==> src/rtl/regfile_wb_arbiter.sv <==
// Register-file write-port arbiter: pipeline writeback (P) vs. queued mul/div results (M).
// Optional starvation guard for queued M results is built when REGFILE_ARB_STARVE_EN is defined.
module regfile_wb_arbiter #(
    parameter int unsigned DEPTH        = 2,
    parameter int unsigned STARVE_LIMIT = 4
) (
    input  logic        clk,
    input  logic        rst_n,
    input  logic        p_valid,
    input  logic [4:0]  p_dest,
    input  logic [31:0] p_data,
    output logic        p_stall,
    input  logic        m_valid,
    input  logic [4:0]  m_dest,
    input  logic [31:0] m_data,
    output logic        m_ready,
    output logic        rf_load,
    output logic [4:0]  rf_dest,
    output logic [31:0] rf_data,
    output logic        m_pending
);

    localparam int unsigned PTR_W = (DEPTH > 1) ? $clog2(DEPTH) : 1;
    localparam int unsigned CNT_W = PTR_W + 1;

    logic [4:0]       r_fifo_dest [DEPTH];
    logic [31:0]      r_fifo_data [DEPTH];
    logic [PTR_W-1:0] r_rd_ptr;
    logic [PTR_W-1:0] r_wr_ptr;
    logic [CNT_W-1:0] r_count;
    logic             r_alive;
    logic             r_rf_load;
    logic [4:0]       r_rf_dest;
    logic [31:0]      r_rf_data;

    logic             w_empty;
    logic             w_full;
    logic             w_enq;
    logic             w_hazard;
    logic             w_starve_hit;
    logic             w_grant_p;
    logic             w_drain;
    logic             w_stall;
    logic [DEPTH-1:0] w_occ;
    logic [4:0]       w_head_dest;
    logic [31:0]      w_head_data;

    assign w_empty     = (r_count == '0);
    assign w_full      = (r_count == CNT_W'(DEPTH));
    assign w_head_dest = r_fifo_dest[r_rd_ptr];
    assign w_head_data = r_fifo_data[r_rd_ptr];

    // r_alive keeps m_ready low while reset is held even though the count reads empty
    assign m_ready   = r_alive && !w_full;
    assign w_enq     = m_valid && m_ready;
    assign m_pending = !w_empty;
    assign p_stall   = w_stall;

    always_comb begin
        w_occ    = '0;
        w_hazard = 1'b0;
        for (int i = 0; i < DEPTH; i++) begin
            w_occ[i] = ({1'b0, PTR_W'(i) - r_rd_ptr} < r_count);
            if (w_occ[i] && (r_fifo_dest[i] == p_dest)) begin
                w_hazard = 1'b1;
            end
        end
        w_hazard = w_hazard && p_valid && (p_dest != 5'd0);
    end

    always_comb begin
        w_grant_p = 1'b0;
        w_drain   = 1'b0;
        w_stall   = 1'b0;
        if (w_empty) begin
            w_grant_p = p_valid;
        end else if (!p_valid) begin
            w_drain = 1'b1;
        end else if (w_hazard || w_starve_hit) begin
            w_stall = 1'b1;
            w_drain = 1'b1;
        end else begin
            w_grant_p = 1'b1;
        end
    end

`ifdef REGFILE_ARB_STARVE_EN
    localparam int unsigned SC_W = $clog2(STARVE_LIMIT + 1);

    logic [SC_W-1:0] r_starve;
    logic            w_case5;

    assign w_case5      = w_grant_p && !w_empty;
    assign w_starve_hit = (r_starve == SC_W'(STARVE_LIMIT));

    always_ff @(posedge clk or negedge rst_n) begin
        if (!rst_n) begin
            r_starve <= '0;
        end else if (w_drain || w_empty) begin
            r_starve <= '0;
        end else if (w_case5 && !w_starve_hit) begin
            r_starve <= r_starve + SC_W'(1);
        end
    end
`else
    assign w_starve_hit = 1'b0;

    if (STARVE_LIMIT < 1) begin : g_starve_limit_invalid
    end
`endif

    always_ff @(posedge clk or negedge rst_n) begin
        if (!rst_n) begin
            r_rd_ptr <= '0;
            r_wr_ptr <= '0;
            r_count  <= '0;
            r_alive  <= 1'b0;
        end else begin
            r_alive <= 1'b1;
            if (w_enq) begin
                r_wr_ptr <= r_wr_ptr + PTR_W'(1);
            end
            if (w_drain) begin
                r_rd_ptr <= r_rd_ptr + PTR_W'(1);
            end
            case ({w_enq, w_drain})
                2'b10:   r_count <= r_count + CNT_W'(1);
                2'b01:   r_count <= r_count - CNT_W'(1);
                default: r_count <= r_count;
            endcase
        end
    end

    // Payload storage needs no reset: occupancy is tracked entirely by r_count
    always_ff @(posedge clk) begin
        if (w_enq) begin
            r_fifo_dest[r_wr_ptr] <= m_dest;
            r_fifo_data[r_wr_ptr] <= m_data;
        end
    end

    always_ff @(posedge clk or negedge rst_n) begin
        if (!rst_n) begin
            r_rf_load <= 1'b0;
            r_rf_dest <= 5'd0;
            r_rf_data <= 32'd0;
        end else begin
            r_rf_load <= 1'b0;
            if (w_grant_p && (p_dest != 5'd0)) begin
                r_rf_load <= 1'b1;
                r_rf_dest <= p_dest;
                r_rf_data <= p_data;
            end else if (w_drain && (w_head_dest != 5'd0)) begin
                r_rf_load <= 1'b1;
                r_rf_dest <= w_head_dest;
                r_rf_data <= w_head_data;
            end
        end
    end

    assign rf_load = r_rf_load;
    assign rf_dest = r_rf_dest;
    assign rf_data = r_rf_data;

endmodule

==> config.mk <==
export PLATFORM = sky130hd
export DESIGN_NAME = regfile_wb_arbiter
export DESIGN_NICKNAME = d
export VERILOG_FILES = /design/src/rtl/regfile_wb_arbiter.sv
export SDC_FILE = /design/constraint.sdc
export NUM_CORES = 1
export LEC_CHECK = 0
export BUFFER_PORTS_ARGS = -buffer_cell sky130_fd_sc_hd__clkbuf_2
export CAP_MARGIN = 20
export CORE_MARGIN = 4
export CORE_UTILIZATION = 40
export DETAILED_ROUTE_END_ITERATION = 8
export PLACE_DENSITY = 0.67
export SLEW_MARGIN = 15
export SYNTH_ARGS = -nofsm -noshare
export SYNTH_HDL_FRONTEND = slang
export SYNTH_SLANG_ARGS = --single-unit
==> constraint.sdc <==
create_clock -name clk -period 3.85 [get_ports clk]
set_clock_uncertainty 0.2 [all_clocks]
set_input_delay 0.1925 -clock clk [delete_from_list [all_inputs] [get_ports clk]]
set_output_delay 0.1925 -clock clk [all_outputs]
set_load 0.02 [all_outputs]
Yosys cells after proc, flatten, opt, wreduce, memory -nomap -nowiden
Memory sizes are Yosys's and may differ from the RTL's.
Cells that the tools add are included.
{"block": "word_totals", "register_bits": 43, "latch_bits": 0, "ram_bits": 74, "rom_bits": 0, "inputBits": 78, "out_inout_bits": 41, "wordCells": 56, "mem_count": 2}
{"block": "op_classes", "addsub": 6, "mul": 0, "n_div": 0, "magnitude_cmp": 2, "eq_ne": 5, "n_shift": 0, "mux": 19, "bitwise_logic": 0, "n_reduce_logical": 15}
{"memory": "r_fifo_data", "words": 2, "width": 32, "read_ports": 1, "rd_ports_with_merged_regs": 0, "wr": 1, "line_no": "27", "source": "logic [31:0] r_fifo_data [DEPTH];"}
{"memory": "r_fifo_dest", "words": 2, "width": 5, "read_ports": 3, "rd_ports_with_merged_regs": 0, "wr": 1, "line_no": "26", "source": "logic [4:0] r_fifo_dest [DEPTH];"}
{"operator": "$mux 32", "count": 2}
{"operator": "$mux 1", "count": 14}
{"operator": "$eq 5x5->1", "count": 2}
{"operator": "$mux 5", "count": 2}
{"operator": "$reduce_bool 5->1", "count": 2}
{"operator": "$logic_and 1x1->1", "count": 8}
{"operator": "$eq 2x2->1 const B", "count": 2}
{"operator": "$lt 1x2->1", "count": 2}
{"operator": "$pmux 2 s2", "count": 1}
{"operator": "$reduce_bool 2->1", "count": 2}
{"operator": "$add 1x1->1 const B", "count": 2}
{"operator": "$add 2x1->2 const B", "count": 1}
{"operator": "$eq 2x1->1 const B", "count": 1}
{"operator": "$logic_not 1->1", "count": 2}
{"operator": "$logic_not 2->1", "count": 1}
{"operator": "$sub 1x1->1 const A", "count": 2}
{"operator": "$sub 2x1->2 const B", "count": 1}

Depth between registers and ports, before layout
Gate-level depths: netlist (run 1).
{"block": "depth", "depth_word": 13, "ltp_mapped": 9, "mapped_depth_nobuf": 8}

Worst setup path after synthesis (run 1)
OpenSTA, ideal clock, no wires.
{"block": "synth_timing", "path_kind": "register -> register", "startpoint": "register r_count[0]", "endpoint": "memory r_fifo_data[0][0], enable pin", "setup_time_ps": 431, "arrival_time_ps": 2889, "required_ps": 3219, "path_slack_ps": 330, "stages_incl_launch_ff": 5, "n_path_buf": 0, "cell_sequence": "dfrtp_1 inv_1 a21boi_0 nand2_1 nor2_1"}
{"block": "synth_via", "elab_chain_len": 6}
{"element": "from (decl)", "line_no": "30", "source": "logic [CNT_W-1:0] r_count;"}
{"element": "from (signal assigned)", "line_no": "127", "source": "2'b10: r_count <= r_count + CNT_W'(1);"}
{"element": "from (signal assigned)", "line_no": "128", "source": "2'b01: r_count <= r_count - CNT_W'(1);"}
{"element": "from (signal assigned)", "line_no": "129", "source": "default: r_count <= r_count;"}
{"element": "$eq 2x2->1", "line_no": "49", "source": "assign w_full = (r_count == CNT_W'(DEPTH));"}
{"element": "$logic_not 1->1", "line_no": "54", "source": "assign m_ready = r_alive && !w_full;"}
{"element": "$logic_and 1x1->1", "line_no": "54"}
{"element": "via m_ready", "line_no": "16", "source": "output logic m_ready,"}
{"element": "$logic_and 1x1->1", "line_no": "55", "source": "assign w_enq = m_valid && m_ready;"}
{"element": "$mux 1", "line_no": "136", "source": "if (w_enq) begin"}
{"element": "$mux 1 (not written as such)", "line_no": "138", "source": "r_fifo_data[r_wr_ptr] <= m_data;"}
{"element": "to (decl)", "line_no": "27"}
The timed path passes the listed nets, and every way through them passes these cells.

Worst setup path in the final report (run 1)
{"block": "layout_timing", "startpoint": "register r_rd_ptr", "endpoint": "register r_rf_data[7], in the netlist rf_data[7]"}
{"block": "layout_via", "elab_chain_len": 12, "word_cells_on_any_way": 24, "cone_classes": "2 x add/sub; 2 x order compare; 10 x mux; 8 x reduce/logical; 2 x memory"}
{"element": "from (decl)", "line_no": "28", "source": "logic [PTR_W-1:0] r_rd_ptr;"}
{"element": "from (signal assigned)", "line_no": "124", "source": "r_rd_ptr <= r_rd_ptr + PTR_W'(1);"}
{"element": "$sub 1x1->1", "line_no": "63", "source": "w_occ[i] = ({1'b0, PTR_W'(i) - r_rd_ptr} < r_count);"}
{"element": "$lt 1x2->1", "line_no": "63"}
{"element": "$logic_and 1x1->1", "line_no": "64", "source": "if (w_occ[i] && (r_fifo_dest[i] == p_dest)) begin"}
{"element": "$mux 1 (2 in series)", "line_no": "64"}
{"element": "$logic_and 1x1->1 (2 in series)", "line_no": "68", "source": "w_hazard = w_hazard && p_valid && (p_dest != 5'd0);"}
{"element": "$mux 1", "line_no": "79", "source": "end else if (w_hazard || w_starve_hit) begin"}
{"element": "$mux 1", "line_no": "77", "source": "end else if (!p_valid) begin"}
{"element": "$mux 1", "line_no": "75", "source": "if (w_empty) begin"}
{"element": "$logic_and 1x1->1, on equally long branches", "line_no": "149, 153"}
{"element": "$mux 32 / $reduce_bool 2->1 (equally long branches)"}
{"element": "to (signal assigned)", "line_no": "152", "source": "r_rf_data <= p_data;"}
{"element": "to (signal assigned)", "line_no": "156", "source": "r_rf_data <= w_head_data;"}
{"element": "to (decl)", "line_no": "34", "source": "logic [31:0] r_rf_data;"}
Parallel ways exist; a longest one is shown, timed or not. The select of a mux whose other input is x is not followed.
A chain may end at the register's enable or synchronous reset.

==> results of run 1 <==
## per-stage QoR
stage,setup slack (ns),instances,total power (W),utilization
floorplan,0.330,308,0.00262,-
global placement,0.953,557,0.00300,0.478
detailed placement,0.898,557,0.00302,0.478
CTS,0.881,661,0.00466,0.591
global route,0.662,661,0.00486,0.591
finish,0.905,661,0.00463,0.591
## synth_stat cells, drive strengths merged, types with 2 or more instances
cell,number,area [µm²]
a211o,4,35.0
a221o,33,330
a22o,2,17.5
and3,37,231
buf,8,73.8
clkbuf,10,37.5
dfrtp,43,1080
edfxtp,74,2220
inv,3,11.3
mux2,38,428
nand2,6,22.5
nand3,4,20.0
nor2,7,26.3
nor2b,2,12.5
nor4,3,25.0
o21ai,6,33.8
xnor2,8,70.1
xor2,7,61.3
## kinds of logic after synthesis
logic type / count (synthesis)
fa+ha+maj: 1
flops: 117
other cells: 1
compound gates: 53
mux: 38
simple gates: 62
xor+xnor: 15
buf+inv: 21
## sequential cells by signal, summed over array words and instances (netlist names)
name         cells
r_alive          1
rf_load          1
r_fifo_data     64
r_wr_ptr         1
rf_data         32
r_count          2
r_rd_ptr         1
r_fifo_dest     10
rf_dest          5
## worst max-delay path, stage by stage, from the launching register on
cell and delay (ns):
dfrtp_2 0.53, buf_4 0.30, nor2b_1 0.15, o21ai_1 0.10, o2bb2a_4 0.39, o31ai_4 0.64, buf_4 0.36, a221o_1 0.19
## layer usage
layer / up-vias / part of all wire / global-route usage
li1: 1617 / - / -
met1: 1694 / 0.41 / 0.232
met3: 12 / 0.074 / 0.0606
met4: 0 / 0.0095 / 0.0476
met5: - / 0 / 0
met2: 167 / 0.50 / 0.307
## timing repair
action | CTS | global route
hold endpoints to repair | 151 | 0
hold buffers | 72 | 0
setup buffers | 0 | 0
## cell type report
| type | instances | area (µm²) | area share |
|---|---|---|---|
| tap | 143 | 179 | 0.0260 |
| sequential | 117 | 3300 | 0.479 |
| inverter | 3 | 11.3 | 0.00163 |
| clock inverter | 11 | 126 | 0.0183 |
| timing repair buffer | 196 | 1360 | 0.197 |
| multi-input combinational | 170 | 1450 | 0.210 |
| clock buffer | 21 | 472 | 0.0684 |
## path summary, 6_finish.rpt
path / endpoint / slack, ns / cells past startpoint
hold reg to reg: rf_dest[4]$_DFFE_PN0P_ / 0.30 / 1
setup reg to reg: rf_data[7]$_DFFE_PN0P_ / 0.90 / 7
max in group asynchronous: r_rd_ptr$_DFFE_PN0P_ / 2.82 / 3
setup / recovery: rf_data[7]$_DFFE_PN0P_ / 0.90 / 7
min in group asynchronous: rf_data[26]$_DFFE_PN0P_ / 0.21 / 3
hold / removal: rf_dest[1]$_DFFE_PN0P_ / 0.04 / 3
## report_power, final
group          switching (W)  internal, W
Combinational       0.000685     0.000559
Clock               0.000553      0.00101
Sequential          0.000195      0.00163
==> qor.yml, run 1 <==
status:
  status: "finished clean"
timing:
  fmax_mhz: 340
  rsz0062_at_grt: "no"
  period_minus_slack_ns: 2.95
  finalSetupViolCount: 0
  maxSlewViolCount: 0
  worstMarginPinSlew_ns: 0.954
  hold_slack_ns: 0.0380
  hold_viol: 0
  slew_headroom: 0.364
  tns_ns: 0
  post-route-period-util: 0.765
critical_path:
  startpoint_type: "flip-flop"
  cp-end-kind: "flip-flop"
  r2r_start: "r_rd_ptr$_DFFE_PN0P_"
  cp.arrival_ns: 3.08
  crit_start: "r_rd_ptr$_DFFE_PN0P_"
  crit_type: "flip-flop to flip-flop"
  worstPathRequired_ns: 3.99
  critPathMaxFanout: 43
yosys:
  synth_ff_type: "edfxtp_1"
  synth_edf_count: 74
  synth_nets: 387
  yosysSeqAreaShare: 0.679
  synth-xor-area-share: 0.0270
  syn-cell-area_mm2: 0.00486
  synth_compound_area_frac: 0.104
  yosysWarningCount: 0
  yosys_register_bits: 117
  synth_area_per_cell_um2: 15.8
  syn_inst: 308
  async_reset_ff_frac: 0.368
  synth_fa_ha_area_frac: 0.00257
  synth-simple-area-share: 0.0736
  synth_mux_area_frac: 0.0881
  synth_top_family_by_area: "compound AO/OA/AOI/OAI gates"
  yosysUniqueCellTypes: 35
placement:
  gp_congestion: 0.832
  dp_hpwl_um: 7480
  port_buffers: 118
  placed_area_mm2: 0.00557
clock_tree:
  clockBufferDepth: 2
  htreeDepth: 4
  path_clk_slew_ns: 0.05
  cts_buffers: 17
  tritoncts: "yes"
  root_buffer: "clkbuf_16"
  cts-resized-gates: 0
  clock_latency_ns: 0.41
  clkSinkCount: 117
routing:
  dr.pass1.iters: 5
  ant_nets: 0
  drt-initial-drc-count: 227
  routed_via_density: 5.28
  drcViolationCount: 0
  via_count: 3490
  detail_route.wl_per_cell_um: 18.5
  finalWirelength_um: 12300
global_route:
  antenna_found_initial: 0
  grt_pass1_wl_um: 20100
  grt_util_all_layers: 0.184
  grt_pass1_vias: 3828
  grt_max_degree: 44
  gr-total-overflow: 0
cells_and_area:
  fill_cells: 896
  final_area_mm2: 0.00689
  area_growth_pct: 41.8
  final_cell_mix: "clkbuf_2 (118), edfxtp_1 (74), dlygate4sd3_1 (72), dfrtp_1 (42), mux2_2 (38)"
  drive_above_1_share: 0.388
  nets: 584
  antenna_cells: 0
  final_common_cell: "clkbuf_2"
floorplan:
  fp.dieH_um: 118
  core_mm2: 0.0117
  die_w_um: 118
  start_util: 0.417
  die_area_mm2: 0.0140
  boundaryPins: 119
  rows: 39
run:
  drv_cap: 0
power_and_ir_drop:
  power.density_mw_per_mm2: 671
  ir_drop_mv: 0.510
  power.leakage_nw: 2.90
worst_hold_path:
  holdCritStartpoint: "p_dest[1]"
  hold_class: "primary input to flip-flop"
Note: power is estimated with default switching activity, not from simulation.
==> run 2, diff against run 1 <==
--- a/config.mk
+++ b/config.mk
@@ -10,7 +10,7 @@
 export CORE_MARGIN = 4
 export CORE_UTILIZATION = 40
 export DETAILED_ROUTE_END_ITERATION = 8
-export PLACE_DENSITY = 0.67
+export PLACE_DENSITY = 0.69
 export SLEW_MARGIN = 15
 export SYNTH_ARGS = -nofsm -noshare
 export SYNTH_HDL_FRONTEND = slang
==> constraint.sdc (replaced) <==
create_clock -name clk -period 2.7 [get_ports clk]
set_clock_uncertainty 0.2 [all_clocks]
set_input_delay 0.135 -clock clk [delete_from_list [all_inputs] [get_ports clk]]
set_output_delay 0.135 -clock clk [all_outputs]
set_load 0.02 [all_outputs]
==> run 2 against run 1 <==
Sequential power is 39% higher. Total power rose by 47%. Clock power up 49%. Register-to-register slack got worse by 0.72 ns. Die area unchanged. Worst hold slack better by 0.15 ns. Sequential share of layout area down 1.2 points. First-iteration DRC count decreased by 0.88%. Clock-buffer cell count down 3. Cell count up 2.1%. Largest power group unchanged. Setup slack got worse by 0.76 ns. Core utilization grew 1.5 points. Largest cell class unchanged.
==> qor.yml, run 2 (same netlist as run 1, synthesis figures left out) <==
clock_tree:
  clkSinkCount: 117  # unchanged
  tritoncts: "yes"
  path_clk_slew_ns: 0.06  # about the same
  cts_setup_buffers: 0  # unchanged
  clockBufferDepth: 2  # unchanged
  htreeDepth: 4  # unchanged
  root_buffer: "clkbuf_16"
  clock_latency_ns: 0.41  # about the same
  cts_buffers: 17  # unchanged
critical_path:
  startpoint_type: "primary input"
  slowest_delay_ns: 0.85  # +0.21 ns
  crit_chain: "dlygate4sd3_1 -> clkbuf_2 -> xor2_1 -> nor4_2 -> o2bb2a_4 -> o31ai_2 -> a221o_1"
  slowest_stage: "o31ai_2"
  crit_type: "primary input to flip-flop"
  cp.arrival_ns: 2.70  # -0.38 ns
  critPathMaxFanout: 10  # -77%
  worstPathRequired_ns: 2.84  # -1.15 ns
  reg2reg_setup_slack_ns: 0.18  # -0.72 ns
  cp-end-kind: "flip-flop"
cells_and_area:
  fin_util: 0.606  # +0.0150
  antenna_cells: 0  # unchanged
  largest_reg_flops: 64  # unchanged
  top_register: "r_fifo_data"
  final_common_cell: "clkbuf_2"
  fin_cells: 675  # +2.1%
  final_area_mm2: 0.00707  # +2.5%
  final_cell_mix: "clkbuf_2 (118), dlygate4sd3_1 (77), edfxtp_1 (74), dfrtp_1 (42), mux2_2 (38)"
  drive_above_1_share: 0.400  # +0.0123
  nets: 598  # +2.4%
  area_growth_pct: 45.4
timing:
  fmax_mhz: 391
  maxSlewViolCount: 0  # unchanged
  hold_viol: 0  # unchanged
  slew_headroom: 0.280  # -0.0836
  rsz0062_at_grt: "no"
  post-route-period-util: 0.947
  worstMarginPinSlew_ns: 1.07  # +0.119 ns
  finalSetupViolCount: 0  # unchanged
  tns_ns: 0  # unchanged
  hold_slack_ns: 0.189  # +0.151 ns
  period_minus_slack_ns: 2.56
routing:
  drcViolationCount: 0  # unchanged
  routed_via_density: 5.29  # +0.28%
  detail_route.wl_per_cell_um: 19.0  # +2.6%
  finalWirelength_um: 12800  # +4.8%
  via_count: 3574  # +2.4%
  drt-initial-drc-count: 225  # -0.88%
  dr.pass1.iters: 4  # -1
  ant_nets: 0  # unchanged
power_and_ir_drop:
  ir_drop_mv: 0.595  # +17%
  p_int_w: 0.00467  # +46%
  power.density_mw_per_mm2: 962  # +43%
  p_sw_frac: 0.314  # +0.00383
  comb_power_share: 0.286  # +0.017
  p_seq_frac: 0.373  # -0.021
  clkPwrFrac: 0.341  # +0.004
  p_switching_w: 0.00213  # +49%
  power.leakage_nw: 2.99  # +2.9%
global_route:
  grt_max_degree: 43  # -2.3%
  grt_pass1_vias: 3993  # +4.3%
  use_met3: 0.0578  # -0.00287
  antenna_found_initial: 0  # unchanged
  grt_pass1_wl_um: 20900  # +3.6%
  grt_util_met2: 0.327  # +0.0200
  gr-total-overflow: 0  # unchanged
  grt_util_all_layers: 0.191  # +0.00742
  met1_usage: 0.230  # -0.00208
  top_usage_layer: "met2"
floorplan:
  boundaryPins: 119  # unchanged
  core_mm2: 0.0117  # unchanged
  rows: 39  # unchanged
  die_w_um: 118  # unchanged
  fp.dieH_um: 118  # unchanged
  start_util: 0.417  # unchanged
  die_area_mm2: 0.0140  # unchanged
worst_hold_path:
  hold_class: "primary input to asynchronous set/reset pin"
placement:
  placed_area_mm2: 0.00566  # +1.5%
  dp_hpwl_um: 7670  # +2.6%
  dp.cells: 565  # +1.4%
  gp_congestion: 0.842  # +1.2%
  port_buffers: 118  # unchanged
run:
  drv_cap: 0  # unchanged
status:
  status: "finished clean"
[run 2: critical path, delay by kind of cell]
family | cells | cell delay, ns
AO/OA/AOI/OAI | 3 | 1.34
AND/OR/NAND/NOR | 1 | 0.33
XOR/XNOR | 1 | 0.19
buffers and inverters | 2 | 0.69
[run 2: repair_timing]
| action | 4_1_cts | 5_1_grt |
|---|---|---|
| hold buffers | 77 | 0 |
| gates cloned | 1 | 0 |
| hold endpoints to repair | 144 | 0 |
| endpoints found under the setup margin | 12 | 11 |
| pin swaps | 1 | 0 |
| gates resized for setup | 0 | 2 |
[run 2: layout make-up]
cell class,count,area [µm²]
Clock inverter,14,175
Tap cell,143,179
Sequential cell,117,3300
Multi-Input combinational cell,171,1470
Inverter,3,11.3
Timing Repair Buffer,209,1490
Fill cell,885,4590
Clock buffer,18,439
[run 2: final timing paths]
path	start	endpoint	cells after the start
setup / recovery	p_dest[0]	rf_data[6]$_DFFE_PN0P_	7
hold / removal	rst_n	rf_data[28]$_DFFE_PN0P_	2
setup reg to reg	r_fifo_dest[1][0]$_DFFE_PP_	rf_data[6]$_DFFE_PN0P_	5
hold reg to reg	rf_dest[3]$_DFFE_PN0P_	rf_dest[3]$_DFFE_PN0P_	1
max in group asynchronous	rst_n	rf_data[13]$_DFFE_PN0P_	3
min in group clk	m_data[27]	r_fifo_data[1][27]$_DFFE_PP_	2
[run 2: power by group through the flow]
stage / sequential [W] / clock [W] / combinational [W]
floorplan: 0.00278 / 0 / 0.000963
global placement: 0.00254 / 0 / 0.00180
detailed placement: 0.00255 / 0 / 0.00184
CTS: 0.00253 / 0.00235 / 0.00196
global route: 0.00257 / 0.00244 / 0.00209
finish: 0.00253 / 0.00232 / 0.00195
[run 2: per-layer routing]
layer / wire [µm] / vias to the layer above / share of wire
met1: 5290 / 1767 / 0.41
met4: 146 / 0 / 0.011
met2: 6570 / 142 / 0.51
met5: 0 / - / 0
met3: 834 / 20 / 0.065
li1: - / 1645 / -
[run 2: through the flow]
step                setup slack (ns)  power, W
floorplan                      0.162   0.00374
global placement             0.00494   0.00435
detailed placement           -0.0714   0.00439
CTS                           0.0802   0.00683
global route                 0.00219   0.00710
finish                         0.144   0.00680
